**config.mk**
```make
export PLATFORM = sky130hd
export DESIGN_NAME = xxd_line_formatter
export DESIGN_NICKNAME = d
export VERILOG_FILES = /design/src/rtl/xxd_line_formatter.sv
export SDC_FILE = /design/constraint.sdc
export NUM_CORES = 1
export LEC_CHECK = 0
export ABC_AREA = 1
export CORE_AREA = 2 2 131 133
export DETAILED_ROUTE_END_ITERATION = 6
export DIE_AREA = 0 0 133 135
export DONT_BUFFER_PORTS = 1
export HOLD_SLACK_MARGIN = 0.06
export PLACE_DENSITY_LB_ADDON = 0.3
export SETUP_SLACK_MARGIN = 0.05
export SYNTH_ARGS = -nofsm -noshare
export SYNTH_HDL_FRONTEND = slang
export SYNTH_SLANG_ARGS = --single-unit
```
**constraint.sdc**
```tcl
create_clock -name clk -period 4.15 [get_ports clk]
set_clock_uncertainty 0.05 [all_clocks]
set_input_delay 0.6225 -clock clk [delete_from_list [all_inputs] [get_ports clk]]
set_output_delay 0.6225 -clock clk [all_outputs]
set_load 0.02 [all_outputs]
```
**src/rtl/xxd_line_formatter.sv**
```systemverilog
// Buffers one line of input bytes, then streams its xxd-style ASCII rendering
// (offset, grouped hex, printable column, newline) one character per transfer.
module xxd_line_formatter #(
  parameter int BPL        = 16,
  parameter int GROUP      = 2,
  parameter int OFS_DIGITS = 8
) (
  input  logic       clk,
  input  logic       rst_n,
  input  logic [7:0] in_data,
  input  logic       in_valid,
  input  logic       in_last,
  output logic       in_ready,
  output logic [7:0] out_data,
  output logic       out_valid,
  input  logic       out_ready,
  output logic       out_eol
);

  localparam int OW   = 4 * OFS_DIGITS;
  localparam int NSW  = $clog2(OW);
  localparam int CW   = $clog2(BPL) + 1;
  localparam int SW   = $clog2(BPL);
  localparam int IMAX = (BPL > OFS_DIGITS) ? BPL : OFS_DIGITS;
  localparam int IW   = $clog2(IMAX);

  // Each emit state names the character currently held in out_data_q.
  typedef enum logic [3:0] {
    S_FILL, S_LOAD, S_OFS, S_COLON, S_SPACE, S_HEX, S_GSEP, S_GAP, S_ASC, S_EOL
  } state_e;

  state_e                 state_q, state_d;
  logic [CW-1:0]          cnt_q, cnt_d;
  logic [IW-1:0]          idx_q, idx_d;
  logic                   nib_q, nib_d;
  logic                   last_q, last_d;
  logic [OW-1:0]          ofs_q, ofs_d;
  logic [BPL-1:0][7:0]    buf_q, buf_d;
  logic [7:0]             out_data_q, out_data_d;

  logic                   emit;
  logic                   xfer;
  logic [7:0]             byte_sel;
  logic [3:0]             ofs_nib;
  logic [NSW-1:0]         nsel;

  function automatic logic [7:0] hex_char(input logic [3:0] v);
    return (v < 4'd10) ? (8'h30 + {4'h0, v}) : (8'h57 + {4'h0, v});
  endfunction

  assign emit = (state_q != S_FILL) && (state_q != S_LOAD);
  assign xfer = emit && out_ready;

  always_comb begin
    state_d = state_q;
    cnt_d   = cnt_q;
    idx_d   = idx_q;
    nib_d   = nib_q;
    last_d  = last_q;
    ofs_d   = ofs_q;
    buf_d   = buf_q;
    case (state_q)
      S_FILL: begin
        if (in_valid) begin
          buf_d[cnt_q[SW-1:0]] = in_data;
          cnt_d = cnt_q + CW'(1);
          if ((cnt_q == CW'(BPL - 1)) || in_last) begin
            state_d = S_LOAD;
            last_d  = in_last;
          end
        end
      end
      S_LOAD: begin
        state_d = S_OFS;
        idx_d   = '0;
      end
      S_OFS: if (xfer) begin
        if (idx_q == IW'(OFS_DIGITS - 1)) state_d = S_COLON;
        else                               idx_d   = idx_q + IW'(1);
      end
      S_COLON: if (xfer) state_d = S_SPACE;
      S_SPACE: if (xfer) begin
        state_d = S_HEX;
        idx_d   = '0;
        nib_d   = 1'b0;
      end
      S_HEX: if (xfer) begin
        if (!nib_q) begin
          nib_d = 1'b1;
        end else if ((int'(idx_q) % GROUP) == (GROUP - 1)) begin
          state_d = S_GSEP;
        end else begin
          idx_d = idx_q + IW'(1);
          nib_d = 1'b0;
        end
      end
      S_GSEP: if (xfer) begin
        if (idx_q == IW'(BPL - 1)) begin
          state_d = S_GAP;
        end else begin
          state_d = S_HEX;
          idx_d   = idx_q + IW'(1);
          nib_d   = 1'b0;
        end
      end
      S_GAP: if (xfer) begin
        state_d = S_ASC;
        idx_d   = '0;
      end
      S_ASC: if (xfer) begin
        if (int'(idx_q) == int'(cnt_q) - 1) state_d = S_EOL;
        else                                 idx_d   = idx_q + IW'(1);
      end
      S_EOL: if (xfer) begin
        state_d = S_FILL;
        cnt_d   = '0;
        idx_d   = '0;
        ofs_d   = last_q ? '0 : (ofs_q + OW'(cnt_q));
      end
      default: state_d = S_FILL;
    endcase
  end

  // Next character is rendered from the next-state position so the output is registered.
  always_comb begin
    byte_sel   = buf_q[idx_d[SW-1:0]];
    nsel       = NSW'((OFS_DIGITS - 1 - int'(idx_d)) * 4);
    ofs_nib    = ofs_q[nsel +: 4];
    out_data_d = 8'h00;
    case (state_d)
      S_OFS:   out_data_d = hex_char(ofs_nib);
      S_COLON: out_data_d = 8'h3A;
      S_SPACE,
      S_GSEP,
      S_GAP:   out_data_d = 8'h20;
      S_HEX: begin
        if (int'(idx_d) < int'(cnt_q))
          out_data_d = hex_char(nib_d ? byte_sel[3:0] : byte_sel[7:4]);
        else
          out_data_d = 8'h20;
      end
      S_ASC:   out_data_d = ((byte_sel >= 8'h20) && (byte_sel <= 8'h7E)) ? byte_sel : 8'h2E;
      S_EOL:   out_data_d = 8'h0A;
      default: out_data_d = 8'h00;
    endcase
  end

  always_ff @(posedge clk) begin
    if (!rst_n) begin
      state_q    <= S_FILL;
      cnt_q      <= '0;
      idx_q      <= '0;
      nib_q      <= 1'b0;
      last_q     <= 1'b0;
      ofs_q      <= '0;
      buf_q      <= '0;
      out_data_q <= 8'h00;
    end else begin
      state_q    <= state_d;
      cnt_q      <= cnt_d;
      idx_q      <= idx_d;
      nib_q      <= nib_d;
      last_q     <= last_d;
      ofs_q      <= ofs_d;
      buf_q      <= buf_d;
      out_data_q <= out_data_d;
    end
  end

  // Outputs are masked during the reset cycle so a line being emitted stops at once.
  assign in_ready  = rst_n && (state_q == S_FILL);
  assign out_valid = rst_n && emit;
  assign out_eol   = rst_n && (state_q == S_EOL);
  assign out_data  = rst_n ? out_data_q : 8'h00;

endmodule

```
-- After elaboration in Yosys (flattened, before gate mapping)
Cells that the tools add are included.
- $lt $le $gt $ge: 8
- reductions and logical operators: 17
- mux-type cells: 50
- shift operators: 1
- $add $sub $neg: 9
- equal/unequal tests: 24
- operators with widths (kind ; number):
    $bwmux W128 ; 1
    $mux W4 ; 25
    $mux W8 ; 7
    $pmux W8 S6 ; 1
    $pmux W4 S10 ; 1
    $eq A4 B3 Y1 const B ; 9
    $add A32 B5 Y32 ; 1
    $bmux W8 S4 ; 1
    $demux W8 S4 ; 1
    $mux W32 ; 1
    $shiftx A32 B6 Y4 ; 1
    $pmux W4 S6 ; 1
    $eq A4 B4 Y1 const B ; 5
    $add A7 B4 Y8 const A ; 2
    $eq A4 B2 Y1 const B ; 4
    $add A6 B4 Y7 const A ; 2
    $lt A4 B5 Y1 const B ; 2
    $mux W5 ; 2
    $pmux W5 S2 ; 1
    $ge A8 B6 Y1 const B ; 1
    $le A8 B7 Y1 const B ; 1
    $lt A4 B4 Y1 const B ; 2
    $logic_and A1 B1 Y1 ; 7
    $eq A5 B6 Y1 ; 1
    other kinds (20) ; 29
- register bits after elaboration: 183
- input bits: 13
- logic and storage cells: 132

-- Depth between registers and ports, before layout
- word-level depth: 12
- gate-level depth with buffers: 31
- mapped depth without buffers: 29

-- Least setup slack after synthesis
OpenSTA, ideal clock, no wires.
- kind: reg-to-reg
- start: register cnt_q[0]
- end: register out_data_q[3]
- stages on the path, launching flop included: 22
- slack: 0.799 ns
- required time: 4.030 ns
- setup time: 0.070 ns
- data arrival time: 3.231 ns
- cells stage by stage: dfxtp_1 -> inv_1 -> ha_1 -> inv_1 -> nand2_1 -> nand4_1 -> nor2_1 -> nand3_1 -> nand2_1 -> a21oi_1 -> o21ai_0 -> nand2_1 -> o21ai_2 -> clkinv_1 -> ha_1 -> nand2_1 -> nor2_1 -> a2111oi_4 -> nand2_1 -> nor2_1 -> nor3_1 -> a21oi_1
- longest elaborated chain between the ends: 12
- RTL lines (element ; line ; RTL):
    start, declared ; 33 ; logic [CW-1:0] cnt_q, cnt_d;
    start signal, assigned ; 160 ; cnt_q <= cnt_d;
    $sub A5 B1 Y6 (*) ; 111 ; if (int'(idx_q) == int'(cnt_q) - 1) state_d = S_EOL;
    $eq A5 B6 Y1 (*) ; 111 ;
    $mux W4 (*) ; 111 ;
    $mux W4 (*) ; 110 ; S_ASC: if (xfer) begin
    $pmux W4 S6 (*) ; 62 ; case (state_q)
    via idx_d[3] ; 34 ; logic [IW-1:0] idx_q, idx_d;
    $bmux W8 S4 ; 126 ; byte_sel = buf_q[idx_d[SW-1:0]];
    $mux W8 (not written as such) ; 126 ;
    $mux W4 ; 138 ; out_data_d = hex_char(nib_d ? byte_sel[3:0] : byte_sel[7:4]);
    $add A7 B4 Y8 (tied with other cells) ; 48 ; return (v < 4'd10) ? (8'h30 + {4'h0, v}) : (8'h57 + {4'h0, v});
    $mux W8 ; 48 ;
    $mux W8 ; 137 ; if (int'(idx_d) < int'(cnt_q))
    $pmux W8 S6 (*) ; 130 ; case (state_d)
    end signal, assigned ; 166 ; out_data_q <= out_data_d;
    end, declared ; 39 ; logic [7:0] out_data_q, out_data_d;
Mark *: on every way through the listed nets, which the timed path passes. The rest lies on a longest branch. The select of a mux whose other input is x is not followed.
A chain may end at the register's enable or synchronous reset.

-- Worst setup path after layout
- start: register idx_q[0]
- end: register out_data_q[2]
- longest elaborated chain between the ends: 12
- RTL lines (element ; line ; RTL):
    start, declared ; 34 ;
    start signal, assigned ; 161 ; idx_q <= idx_d;
    branches (longest 11 deep; another with $add A7 B4 Y8) ; n/a ;
    $pmux W8 S6 (*) ; 130 ;
Mark *: on every way between the ends. The select of a mux whose other input is x is not followed.

==> metrics.md <==
| Metric | Value |
|---|---|
| FILL cells | 1490 |
| Reg clk slew, reported paths | 0.07 ns |
| Least-Margin Pin Slew | 1.19 ns |
| Net Count, Synth | 1494 |
| Final setup violation count | 0 |
| Vias in the first global route | 8863 |
| WP data required | 4.42 ns |
| Post-DP HPWL | 17.4 mm |
| Pwr dens | 375 nW/um^2 |
| Total I/O pin count | 24 |
| Total track usage | 30.7% |
| Critical path origin | idx_q[0] |
| Type of the worst setup path | register to register |
| H-tree depth | 4 |
| Initial Util | 59.7% |
| Final Slew Violations | 0 |
| Detail Route Antenna Nets | 0 |
| I/O Buffers | 0 |
| Worst hold path type | primary input to register |
| Reg-to-reg endpoint | out_data_q[2] |
| Multi-input logic area | 5130 sq um |
| Commonest non-fill, non-tap cell in the layout | nand2_1 |
| Area growth syn-to-layout | 7.13% |
| # rows | 47 |
| Horiz. Die Dim | 133 um |
| Commonest cells after routing, fill and taps aside | nand2_1, dfxtp_1, a21oi_1 |
| Wire per inst | 16.3 um |
| DRC Markers | 0 |
| First-pass GRT wire length | 44.7 mm |
| Core area | 16400 sq um |
| Largest net degree at the start of global routing | 133 |
| Nets | 1450 |
| Clock sinks | 183 |
| Total wire length | 27.0 mm |
| Hold-fix buffers, CTS | 0 |
| Gr ovfl total | 0 |
| Synth Area per Inst | 6.70 sq um |
| Synth async-reset ratio | 0% |
| Leak | 4.20 nW |
| Antenna cell count | 0 |
| Ranking of synthesized cells by area | dfxtp_1, nand2_1, a21oi_1 |
| Worst reg2reg path startpoint | idx_q[0] |
| Critical Path Fanout Max | 27 |
| CP endpoint | out_data_q[2] |
| Via count | 9738 |
| Largest area contributor in the netlist | dfxtp_1 |
| Final setup TNS | 0 ns |
| Share of post-route cells with drive strength above 1 | 6.28% |
| CP arrival | 3.98 ns |
| Synthesized flop and latch total | 183 |
| Worst VDD drop | 0.301 mV |
| Cell count after synthesis | 1463 |
| CP endpoint kind | register |
| Status | complete, no violations |
| Die height | 135 um |
| CTS Buf Count | 17 |
| Skew-Pair Late Insertion Delay | 0.44 ns |
| Sequential Area | 3660 sq um |
| Total power | 3.94 mW |
| Fin cells | 1652 |
| Fin crit period | 3.71 ns |
| 1st-iter DRT viols | 1123 |
| RSZ-0062 raised after global routing | no |
| Clk root buf | clkbuf_16 |
| CTS Buffer Depth | 2 |
| Cells after DPL | 1620 |
| Ys Warns | 0 |
| Number of max-cap violations | 0 |
| CP Launch Type | register |
| Cell variety after synth | 46 |
| Worst Reg-to-Reg Cells | 23 |
| Sequential area share after synthesis | 37.4% |
| CTS tree | yes |
| Reg2Reg Setup Slack | 0.44 ns |
| Final Hold Viols | 0 |
| Fmax | 270 MHz |
| Max_slew headroom | 20.1% |
| Number of flops mapped to enable cells by yosys | 0 |
| Final Cycle Share | 89.3% |
| Mapped Area | 9800 sq um |
| Area share of the largest cell type after synthesis | 37.4% |
| Commonest register cell after synthesis | dfxtp_1 |
| Via-to-Cell Ratio | 5.89 |
| DR pass1 iterations | 6 |
| Die area | 18000 sq um |
| Initial antenna violation count | 0 |
| Placer congestion estimate | 0.906 |
==> critical path, cell delays in order, from the launching register on <==
cell and delay (ns):
dfxtp_1 0.44, ha_1 0.31, nand3_1 0.11, nand3_1 0.11
nand2_1 0.18, nand2_1 0.10, clkinv_1 0.05, nand3_1 0.12
a21oi_4 0.21, nand3_4 0.22, buf_6 0.25, o21ai_0 0.21
o21ai_0 0.10, o21ai_0 0.22, inv_1 0.09, ha_1 0.22
inv_1 0.07, nand3_1 0.08, nand2_1 0.08, inv_1 0.04
nor2_1 0.07, nor2_1 0.05, a21oi_1 0.12, a21oi_1 0.08
==> worst min-delay path by stage <==
stage,startpoint,slack [ns],cells past startpoint,endpoint
global placement,ofs_q[31],0.39,1,ofs_q[31]
floorplan,ofs_q[31],0.37,1,ofs_q[31]
finish,in_last,0.31,2,last_q
detailed placement,ofs_q[31],0.39,1,ofs_q[31]
global route,rst_n,0.31,2,idx_q[0]
CTS,rst_n,0.26,2,idx_q[0]
==> metal layers <==
metal  wire length [um]  GRT usage (%)  up-vias
li1                   -              -     4854
met3               1710           4.69       52
met4                639           11.8        0
met2              12400           49.5      375
met1              12200           41.5     4457
met5                  0              0        -
==> logic make-up (layout without fill, tap and decap cells) <==
family / count (synthesis) / in the layout / synth area share [%]
adders and majority gates: 18 / 18 / 2.38
buffers and inverters: 252 / 221 / 10.6
other: 1 / 1 / 0.0383
xor gates and xnor gates: 2 / 2 / 0.179
AOI/OAI and AO/OA: 380 / 380 / 20.6
DFF: 183 / 183 / 37.4
and+or+nand+nor: 627 / 627 / 28.8
==> area by class of cell <==
type                            count  share of cell area [%]
Multi-Input combinational cell   1028                    48.9
Inverter                          165                    5.93
Tap cell                          220                    2.62
Sequential cell                   183                    34.9
Clock buffer                       19                    4.32
Clock inverter                     13                    1.22
Timing Repair Buffer               24                    2.10
==> through the flow <==
| step | hold WS [ns] | setup WS [ns] | instance area [sq um] | util, % |
|---|---|---|---|---|
| global route | 0.306 | 0.0457 | 10500 | 64.0 |
| floorplan | 0.373 | 0.799 | 9800 | - |
| detailed placement | 0.393 | 0.362 | 9880 | 60.2 |
| finish | 0.314 | 0.444 | 10500 | 64.0 |
| global placement | 0.385 | 0.415 | 9880 | 60.2 |
| CTS | 0.265 | 0.299 | 10500 | 63.7 |
==> power breakdown <==
part	switching (mW)	internal (mW)	total, mW
combinational	0.373	0.159	0.532
sequential	0.0235	1.79	1.81
clock	0.768	0.828	1.60
total	1.16	2.78	3.94
==> state kept, by name, indices dropped and copies added, names as in the netlist <==
register and count:
state_q 4, cnt_q 5, last_q 1, ofs_q 32, nib_q 1, buf_q 128, idx_q 4, out_data_q 8
==> cell usage after synthesis (2+ instances only) <==
cell type  number
inv_1         152
xor2_1          2
a22oi_1         2
clkinv_1        3
nand3_1       159
buf_1           2
o21ai_1        18
buf_6           4
a211oi_1       14
nand2_1       265
dfxtp_1       183
ha_1           17
nor3_2          2
clkbuf_1       49
nand3_2         3
buf_4           8
nor2_1         95
o211ai_1        7
nor2_2          9
nor4_1          2
nand4_1        64
nor3_1         23
a31oi_1         3
buf_2          23
a21oi_1       170
o21ai_0       155
inv_2          10
==> what timing repair did <==
item,in CTS,in global routing
endpoints found under the setup margin,0,7
setup buffers,0,0
resized for setup,0,12
Power figures use the tool's default switching activity.
